==> src/rtl/pipelined_seg_adder_if.sv <==
// Valid/ready operand and result bus for pipelined_seg_adder.
// PIPELINED_SEG_ADDER_SUB_EN adds the per-transaction sub select.
interface pipelined_seg_adder_if #(
  parameter int unsigned WIDTH = 12
);
  logic             in_valid;
  logic             in_ready;
  logic [WIDTH-1:0] a;
  logic [WIDTH-1:0] b;
  logic             cin;
`ifdef PIPELINED_SEG_ADDER_SUB_EN
  logic             sub;
`endif
  logic             out_valid;
  logic             out_ready;
  logic [WIDTH-1:0] sum;
  logic             cout;

  // Upstream producer / downstream consumer side
  modport master (
    output in_valid, a, b, cin, out_ready,
`ifdef PIPELINED_SEG_ADDER_SUB_EN
    output sub,
`endif
    input  in_ready, out_valid, sum, cout
  );

  // Adder side
  modport slave (
    input  in_valid, a, b, cin, out_ready,
`ifdef PIPELINED_SEG_ADDER_SUB_EN
    input  sub,
`endif
    output in_ready, out_valid, sum, cout
  );
endinterface

==> src/rtl/pipelined_seg_adder.sv <==
// WIDTH-bit adder split into STAGES registered ripple segments with valid/ready flow control.
// WIDTH must be a multiple of STAGES. Define PIPELINED_SEG_ADDER_SUB_EN for a-b via the sub input.
module pipelined_seg_adder #(
  parameter int unsigned WIDTH  = 12,
  parameter int unsigned STAGES = 3
) (
  input logic                clk,
  input logic                rst,
  pipelined_seg_adder_if.slave bus
);
  localparam int unsigned SEG  = WIDTH / STAGES;
  localparam int unsigned LAST = STAGES - 1;

  logic [STAGES-1:0] valid_q;
  logic [STAGES-1:0] carry_q;
  logic [WIDTH-1:0]  sum_q [STAGES];
  // Remaining operand bits, shifted so the next segment always sits at [SEG-1:0]
  logic [WIDTH-1:0]  a_q   [STAGES];
  logic [WIDTH-1:0]  b_q   [STAGES];

  logic [STAGES-1:0] adv;
  logic [STAGES-1:0] up_valid;
  logic [STAGES-1:0] up_carry;
  logic [WIDTH-1:0]  up_a    [STAGES];
  logic [WIDTH-1:0]  up_b    [STAGES];
  logic [WIDTH-1:0]  up_sum  [STAGES];
  logic [SEG:0]      seg_res [STAGES];
  logic [WIDTH-1:0]  nxt_sum [STAGES];

  logic [WIDTH-1:0]  b_in;
  logic              c_in;

  // One SEG-bit ripple segment: full-adder chain, returns {carry, sum}
  function automatic logic [SEG:0] ripple_add(input logic [SEG-1:0] x,
                                               input logic [SEG-1:0] y,
                                               input logic           c);
    logic [SEG-1:0] s;
    logic           cy;
    s  = '0;
    cy = c;
    for (int unsigned i = 0; i < SEG; i++) begin
      s[i] = x[i] ^ y[i] ^ cy;
      cy   = (x[i] & y[i]) | (cy & (x[i] ^ y[i]));
    end
    return {cy, s};
  endfunction

`ifdef PIPELINED_SEG_ADDER_SUB_EN
  // Subtract as a + ~b + 1; the forced carry-in overrides cin
  assign b_in = bus.sub ? ~bus.b : bus.b;
  assign c_in = bus.sub | bus.cin;
`else
  assign b_in = bus.b;
  assign c_in = bus.cin;
`endif

  // Backward advance chain; a stage moves when empty or when its successor moves
  always_comb begin : advance
    logic go;
    adv       = '0;
    go        = !valid_q[LAST] || bus.out_ready;
    adv[LAST] = go;
    for (int k = int'(LAST) - 1; k >= 0; k--) begin
      go     = !valid_q[k] || go;
      adv[k] = go;
    end
  end

  // Upstream view of each stage: bus inputs for stage 0, previous stage registers otherwise
  always_comb begin : stage_inputs
    up_valid    = '0;
    up_carry    = '0;
    up_valid[0] = bus.in_valid;
    up_carry[0] = c_in;
    up_a[0]     = bus.a;
    up_b[0]     = b_in;
    up_sum[0]   = '0;
    for (int k = 1; k < int'(STAGES); k++) begin
      up_valid[k] = valid_q[k-1];
      up_carry[k] = carry_q[k-1];
      up_a[k]     = a_q[k-1];
      up_b[k]     = b_q[k-1];
      up_sum[k]   = sum_q[k-1];
    end
  end

  // Segment k adds its slice and merges it into the partial sum at bit SEG*k
  always_comb begin : segment_add
    for (int k = 0; k < int'(STAGES); k++) begin
      seg_res[k] = ripple_add(up_a[k][SEG-1:0], up_b[k][SEG-1:0], up_carry[k]);
      nxt_sum[k] = up_sum[k] | (WIDTH'(seg_res[k][SEG-1:0]) << (SEG * 32'(k)));
    end
  end

  always_ff @(posedge clk or posedge rst) begin : stage_regs
    if (rst) begin
      valid_q <= '0;
      carry_q <= '0;
      for (int k = 0; k < int'(STAGES); k++) begin
        sum_q[k] <= '0;
        a_q[k]   <= '0;
        b_q[k]   <= '0;
      end
    end else begin
      for (int k = 0; k < int'(STAGES); k++) begin
        if (adv[k]) begin
          valid_q[k] <= up_valid[k];
          carry_q[k] <= seg_res[k][SEG];
          sum_q[k]   <= nxt_sum[k];
          a_q[k]     <= up_a[k] >> SEG;
          b_q[k]     <= up_b[k] >> SEG;
        end
      end
    end
  end

  assign bus.in_ready  = adv[0];
  assign bus.out_valid = valid_q[LAST];
  assign bus.sum       = sum_q[LAST];
  assign bus.cout      = carry_q[LAST];

endmodule
==> src/flat_wrapper.sv <==
// flat-port wrapper written by rule: the top's interface ports become plain ports
module pipelined_seg_adder_flat 
#(
  parameter int unsigned WIDTH  = 12,
  parameter int unsigned STAGES = 3
)
  (clk, rst, bus_in_valid, bus_a, bus_b, bus_cin, bus_out_ready, bus_in_ready, bus_out_valid, bus_sum, bus_cout);
  pipelined_seg_adder_if #(.WIDTH(WIDTH)) bus_i ();
  input logic clk;
  input logic rst;
  input wire logic [$bits(bus_i.in_valid)-1:0] bus_in_valid;
  input wire logic [$bits(bus_i.a)-1:0] bus_a;
  input wire logic [$bits(bus_i.b)-1:0] bus_b;
  input wire logic [$bits(bus_i.cin)-1:0] bus_cin;
  input wire logic [$bits(bus_i.out_ready)-1:0] bus_out_ready;
  output wire logic [$bits(bus_i.in_ready)-1:0] bus_in_ready;
  output wire logic [$bits(bus_i.out_valid)-1:0] bus_out_valid;
  output wire logic [$bits(bus_i.sum)-1:0] bus_sum;
  output wire logic [$bits(bus_i.cout)-1:0] bus_cout;
  assign bus_i.in_valid = bus_in_valid;
  assign bus_i.a = bus_a;
  assign bus_i.b = bus_b;
  assign bus_i.cin = bus_cin;
  assign bus_i.out_ready = bus_out_ready;
  assign bus_in_ready = bus_i.in_ready;
  assign bus_out_valid = bus_i.out_valid;
  assign bus_sum = bus_i.sum;
  assign bus_cout = bus_i.cout;
  pipelined_seg_adder #(.WIDTH(WIDTH), .STAGES(STAGES)) u_core (.clk(clk), .rst(rst), .bus(bus_i));
endmodule
==> config.mk <==
export PLATFORM = sky130hd
export DESIGN_NAME = pipelined_seg_adder_flat
export DESIGN_NICKNAME = d
export VERILOG_FILES = /design/src/rtl/pipelined_seg_adder_if.sv /design/src/rtl/pipelined_seg_adder.sv /design/src/flat_wrapper.sv
export SDC_FILE = /design/constraint.sdc
export NUM_CORES = 1
export LEC_CHECK = 0
export CAP_MARGIN = 20
export CORE_ASPECT_RATIO = 1.2
export CORE_MARGIN = 2
export CORE_UTILIZATION = 30
export DETAILED_ROUTE_END_ITERATION = 7
export GPL_ROUTABILITY_DRIVEN = 0
export SLEW_MARGIN = 20
export SYNTH_ARGS = -nofsm -noshare
export SYNTH_HDL_FRONTEND = slang
export SYNTH_SLANG_ARGS = --single-unit
==> constraint.sdc <==
create_clock -name clk -period 2.6 [get_ports clk]
set_clock_uncertainty 0.05 [all_clocks]
set_input_delay 0.39 -clock clk [delete_from_list [all_inputs] [get_ports clk]]
set_output_delay 0.39 -clock clk [all_outputs]
set_load 0.02 [all_outputs]
# After elaboration in Yosys (flattened, before gate mapping)
# Index checks and enable logic that the tools add are counted.
# op_classes
reduce_logical	6
bitwise_logic	62
# ops
cell	n
AND 1 bit	24
XOR 1 bit	24
bitwise OR 1 bit	12
bitwise OR 12 bit	1
bitwise OR 4 x 8 -> 8 bit	1
logical NOT 1 bit	3
logical OR 1 bit	3
# word_totals
reg_bits	58
in_bits	29
word_cells	81

# Logic depth before layout (Yosys ltp)
# logic_depth
depth_word	9
mapped_depth	8
ltp_nobuf	8

# Worst setup path before layout
# Ideal clock, no wire load.
# synth_timing
path_type	register to register
start	register u_core.b_q[24] in the netlist's numbering
end	register u_core.sum_q[19] in the netlist's numbering
setup_time_ns	0.079
path_buffers	0
stages_incl_launch_ff	9
synth_period_minus_slack_ns	2.187
required_ns	2.471
arrival_ns	2.058
path_slack_ns	0.413
path_cell_list	dfrtp_1 -> inv_1 -> fa_1 -> inv_1 -> fa_1 -> fa_1 -> inv_1 -> fa_1 -> mux2i_1
# synth_via
elab_chain_len	9
elab_cells_between_ends	10
cone_classes	bitwise (10)
# synth_rtl
element	line	rtl
start, declared	pipelined_seg_adder.sv:19	logic [WIDTH-1:0] b_q [STAGES];
start signal, assigned by index	pipelined_seg_adder.sv:111	b_q[k] <= up_b[k] >> SEG;
XOR 1 bit	pipelined_seg_adder.sv:43	cy = (x[i] & y[i]) | (cy & (x[i] ^ y[i]));
AND 1 bit	pipelined_seg_adder.sv:43	
bitwise OR 1 bit *	pipelined_seg_adder.sv:43	
AND 1 bit *	pipelined_seg_adder.sv:43	
bitwise OR 1 bit *	pipelined_seg_adder.sv:43	
AND 1 bit *	pipelined_seg_adder.sv:43	
bitwise OR 1 bit *	pipelined_seg_adder.sv:43	
XOR 1 bit *	pipelined_seg_adder.sv:42	s[i] = x[i] ^ y[i] ^ cy;
bitwise OR 4 x 8 -> 8 bit *	pipelined_seg_adder.sv:91	nxt_sum[k] = up_sum[k] | (WIDTH'(seg_res[k][SEG-1:0]) << (SEG * 32'(k)));
end signal, assigned by index	pipelined_seg_adder.sv:109	sum_q[k] <= nxt_sum[k];
end, declared	pipelined_seg_adder.sv:16	logic [WIDTH-1:0] sum_q [STAGES];
# Mark *: on every way between the ends. The rest lies on a longest branch, timed or not.
# A chain may end at the register's enable or synchronous reset.

# Worst setup path in the final report
# layout_timing
start	register u_core.a_q[24] in the netlist's numbering
end	register u_core.sum_q[19] in the netlist's numbering
# layout_via
elab_chain_len	9
elab_cells_between_ends	10
cone_classes	bitwise (10)
# layout_rtl
element	line	rtl
start, declared	pipelined_seg_adder.sv:18	logic [WIDTH-1:0] a_q [STAGES];
start signal, assigned by index	pipelined_seg_adder.sv:110	a_q[k] <= up_a[k] >> SEG;
XOR 1 bit	pipelined_seg_adder.sv:43	
AND 1 bit	pipelined_seg_adder.sv:43	
bitwise OR 1 bit *	pipelined_seg_adder.sv:43	
AND 1 bit *	pipelined_seg_adder.sv:43	
bitwise OR 1 bit *	pipelined_seg_adder.sv:43	
AND 1 bit *	pipelined_seg_adder.sv:43	
bitwise OR 1 bit *	pipelined_seg_adder.sv:43	
XOR 1 bit *	pipelined_seg_adder.sv:42	
bitwise OR 4 x 8 -> 8 bit *	pipelined_seg_adder.sv:91	
# Marked as above.

==> key figures <==
Critical path
  – Critical Path Source Type: register
  – CP Cell Sequence: inv_1, fa_1, inv_1, fa_1, fa_1, inv_1, fa_1, mux2i_1
  – Kind of critical path: register to register
  – Cell with the biggest individual delay on the critical path: fa_1
  – Arrival time reported for the critical path endpoint: 2.46 ns
  – Max incr delay on CP: 0.45 ns
  – Number of cells traversed by the worst register-to-register path: 8
  – Data required time of the worst path: 2.77 ns
  – Endpoint class of the critical path: register
  – Maximum fanout along the worst path: 2
  – Critical path's most frequent cell: fa_1

Logic synthesis
  – Number of cells produced by synthesis: about 160
  – Seq cells post-synth: 54
  – Fraction of the yosys area taken by sequential cells: 55.87%
  – Post-synthesis instance area: between 2000 and 2500 um^2
  – Post-Syn Nets: around 200
  – Most area-hungry cell type in the Yosys netlist: dfrtp_1
  – Most area-consuming cells after synthesis: dfrtp_1 (56%), mux2_2 (17%), fa_1 (9.9%)
  – Synth unique cells: 15
  – Share of the synthesized area in the top cell type: 55.87%
  – Synth warnings: 0
  – Synthesized area per cell: about 15 um^2

Clock network
  – Clock slew at reported path FFs: ~0.090 ns
  – H-tree levels: 2
  – Clock sink count: 54
  – Buffer levels on the longest clock path: 2
  – Clock root buffer master: clkbuf_8
  – Num CTS Buffers: 5
  – Setup Buffers After CTS: 0
  – Insertion delay of the later-clocked pin in the worst-skew pair: between 0.2 and 0.3 ns
  – Clock tree from TritonCTS: built
  – Cts hold-fix bufs: 0
  – Post-cts gate resize count: 0

Power
  – Standby leakage power: around 1.4 nW
  – Maximum VDD drop: approximately 0.27 mV
  – Combinational cell fraction of total power: 31.4%
  – Design Power: roughly 2.4 mW
  – Sequential cell fraction of total power: about half
  – Clock power frac: 19.7%
  – Internal power contribution: 1.681 mW
  – Switching power: 685.4 uW
  – Power per Cell Area: 779.2 nW/um^2
  – Switching Fraction: 28.97%

Drt
  – Count of vias placed by the detailed router: 1270
  – Vias per std cell: 4.219
  – 1st-pass router iterations: 4
  – DRC violations left: 0
  – Final routed wirelength across all metal layers: about 3900 um
  – Antenna-violating nets left: 0
  – Per-cell routed wire length: 12.97 um
  – 1st-iter DRT viols: 52

STA
  – Worst-case headroom to the max-slew limit: between 50 and 60%
  – Number of endpoints with negative hold slack in the final report: 0
  – RSZ-0062 raised after global routing: no
  – TNS Setup: 0 ns
  – Shortest period the worst path allows: between 2 and 2.5 ns
  – Final Slew Violations: 0
  – Highest achievable clock rate: 438.0 MHz
  – Final setup violation count: 0
  – Transition time at the pin with the least slew margin: 0.6193 ns
  – Final critical-path setup slack: roughly 0.32 ns
  – Worst hold-check slack: 0.4327 ns
  – Fraction of the cycle the final worst path needs: 87.81%

Cells and area
  – Final cell area excluding filler cells: 3037 um^2
  – Synth-to-Final Area Change: 25.56%
  – Net total in the final layout: 249
  – Area taken by multi-input logic gates: about 900 um^2
  – Diodes inserted: 0
  – Post-route core utilization: 39.18%
  – Number of standard cells in the layout, taps in and fillers out: 301
  – Footprint of the flip-flops and latches: 1351 um^2
  – Most frequent cells in the layout: dfrtp_1 (54), clkdlybuf4s50_1 (43), mux2_2 (36)
  – Share of post-route cells with drive strength above 1: between 20% and 30%
  – Most common cell after layout, fill and taps aside: dfrtp_1
  – Number of filler instances in the final layout: between 700 and 800

Floorplanning
  – Die area: 8799 um^2
  – Number of core rows: 35
  – Die height: 102.4 um
  – I/O pin total: 44
  – Die width: around 86 um
  – Core footprint: approximately 7800 um^2
  – Starting density of the core: between 30% and 40%

Status
  – Outcome: finished, final reports clean

Place
  – Post-DP Area: 2945 um^2
  – Dpl ws: ~0.036 ns
  – DP Wirelength: between 2000 and 3000 um
  – Count of input and output buffers: 43
  – Number of cells in the design after placement: 293

GRT
  – Global-route wire length before repair: roughly 6500 um
  – Antenna violations before repair: 0
  – Vias in the first global route: roughly 1300
  – Total Routing Usage GR: about a tenth
  – Total overflow reported by the global router: 0
  – Pin count of the biggest net entering global routing: 29

Min path
  – Path type of the worst min-delay path: input port to async pin

Job
  – Count of max-cap constraint violations: 0
-- cell type report --
class                      count  share of cell area (%)
tap                           92                   3.791
clock buffer                   7                   2.843
inverter                      28                   3.461
multi-input combinational     70                   29.17
sequential                    54                   44.50
clock inverter                 1                  0.1648
timing repair buffer          49                   16.07
-- registers in the layout (all words and copies together) (netlist names) --
signal / flops
u_core.valid_q: 3
u_core.carry_q: 3
u_core.a_q: 12
u_core.b_q: 12
u_core.bus.sum: 12
u_core.sum_q: 12
-- worst paths after layout --
kind,from,endpoint,slack [ns]
setup / recovery,u_core.a_q[24],u_core.sum_q[19],0.32
hold / removal,rst,u_core.bus.sum[10],0.43
setup reg to reg,u_core.a_q[24],u_core.sum_q[19],0.32
hold reg to reg,u_core.sum_q[19],u_core.bus.sum[7],0.46
max in group asynchronous,rst,u_core.sum_q[26],1.50
min in group clk,u_core.sum_q[19],u_core.bus.sum[7],0.46
-- Yosys cell counts --
master and n:
fa_1 12, o21ai_0 1, mux2_4 6, mux2_2 36, nand2b_1 1, inv_1 28
nor2b_1 1, buf_6 5, buf_12 1, mux2i_1 8, dfrtp_1 54, nand4b_4 1
or2_2 1, nand3b_1 2, or2b_1 1
-- worst max-delay path, delay by kind of cell, from the launching register on --
family | cells | cell delay, ns
multiplexers | 1 | 0.13
buffers and inverters | 3 | 0.23
adder cells (fa/ha/maj) | 4 | 1.43
flip-flops | 1 | 0.39
-- kinds of logic after synthesis --
kind of cell / after synthesis / share of synthesized area (%)
flip-flops: 54 / 55.87
buffers and inverters: 34 / 7.501
AND/OR/NAND/NOR: 7 / 2.690
multiplexers: 50 / 23.80
adder cells (fa/ha/maj): 12 / 9.933
AO/OA/AOI/OAI: 1 / 0.2067
-- layer usage --
layer	track usage (%)	part of all wire, %	wire length [um]
met4	3.663	0.72	28
met1	12.40	43	1693
met3	3.150	4.1	159
met2	15.50	52	2021
met5	0	0	0
-- power groups by stage --
stage / registers [mW] / logic [mW] / clock network, mW
CTS: 1.16 / 0.760 / 0.497
floorplan: 1.26 / 0.351 / 0
global route: 1.19 / 0.815 / 0.535
global placement: 1.17 / 0.748 / 0
detailed placement: 1.18 / 0.759 / 0
finish: 1.16 / 0.743 / 0.467
No activity file was read; power rests on OpenSTA's default activity.
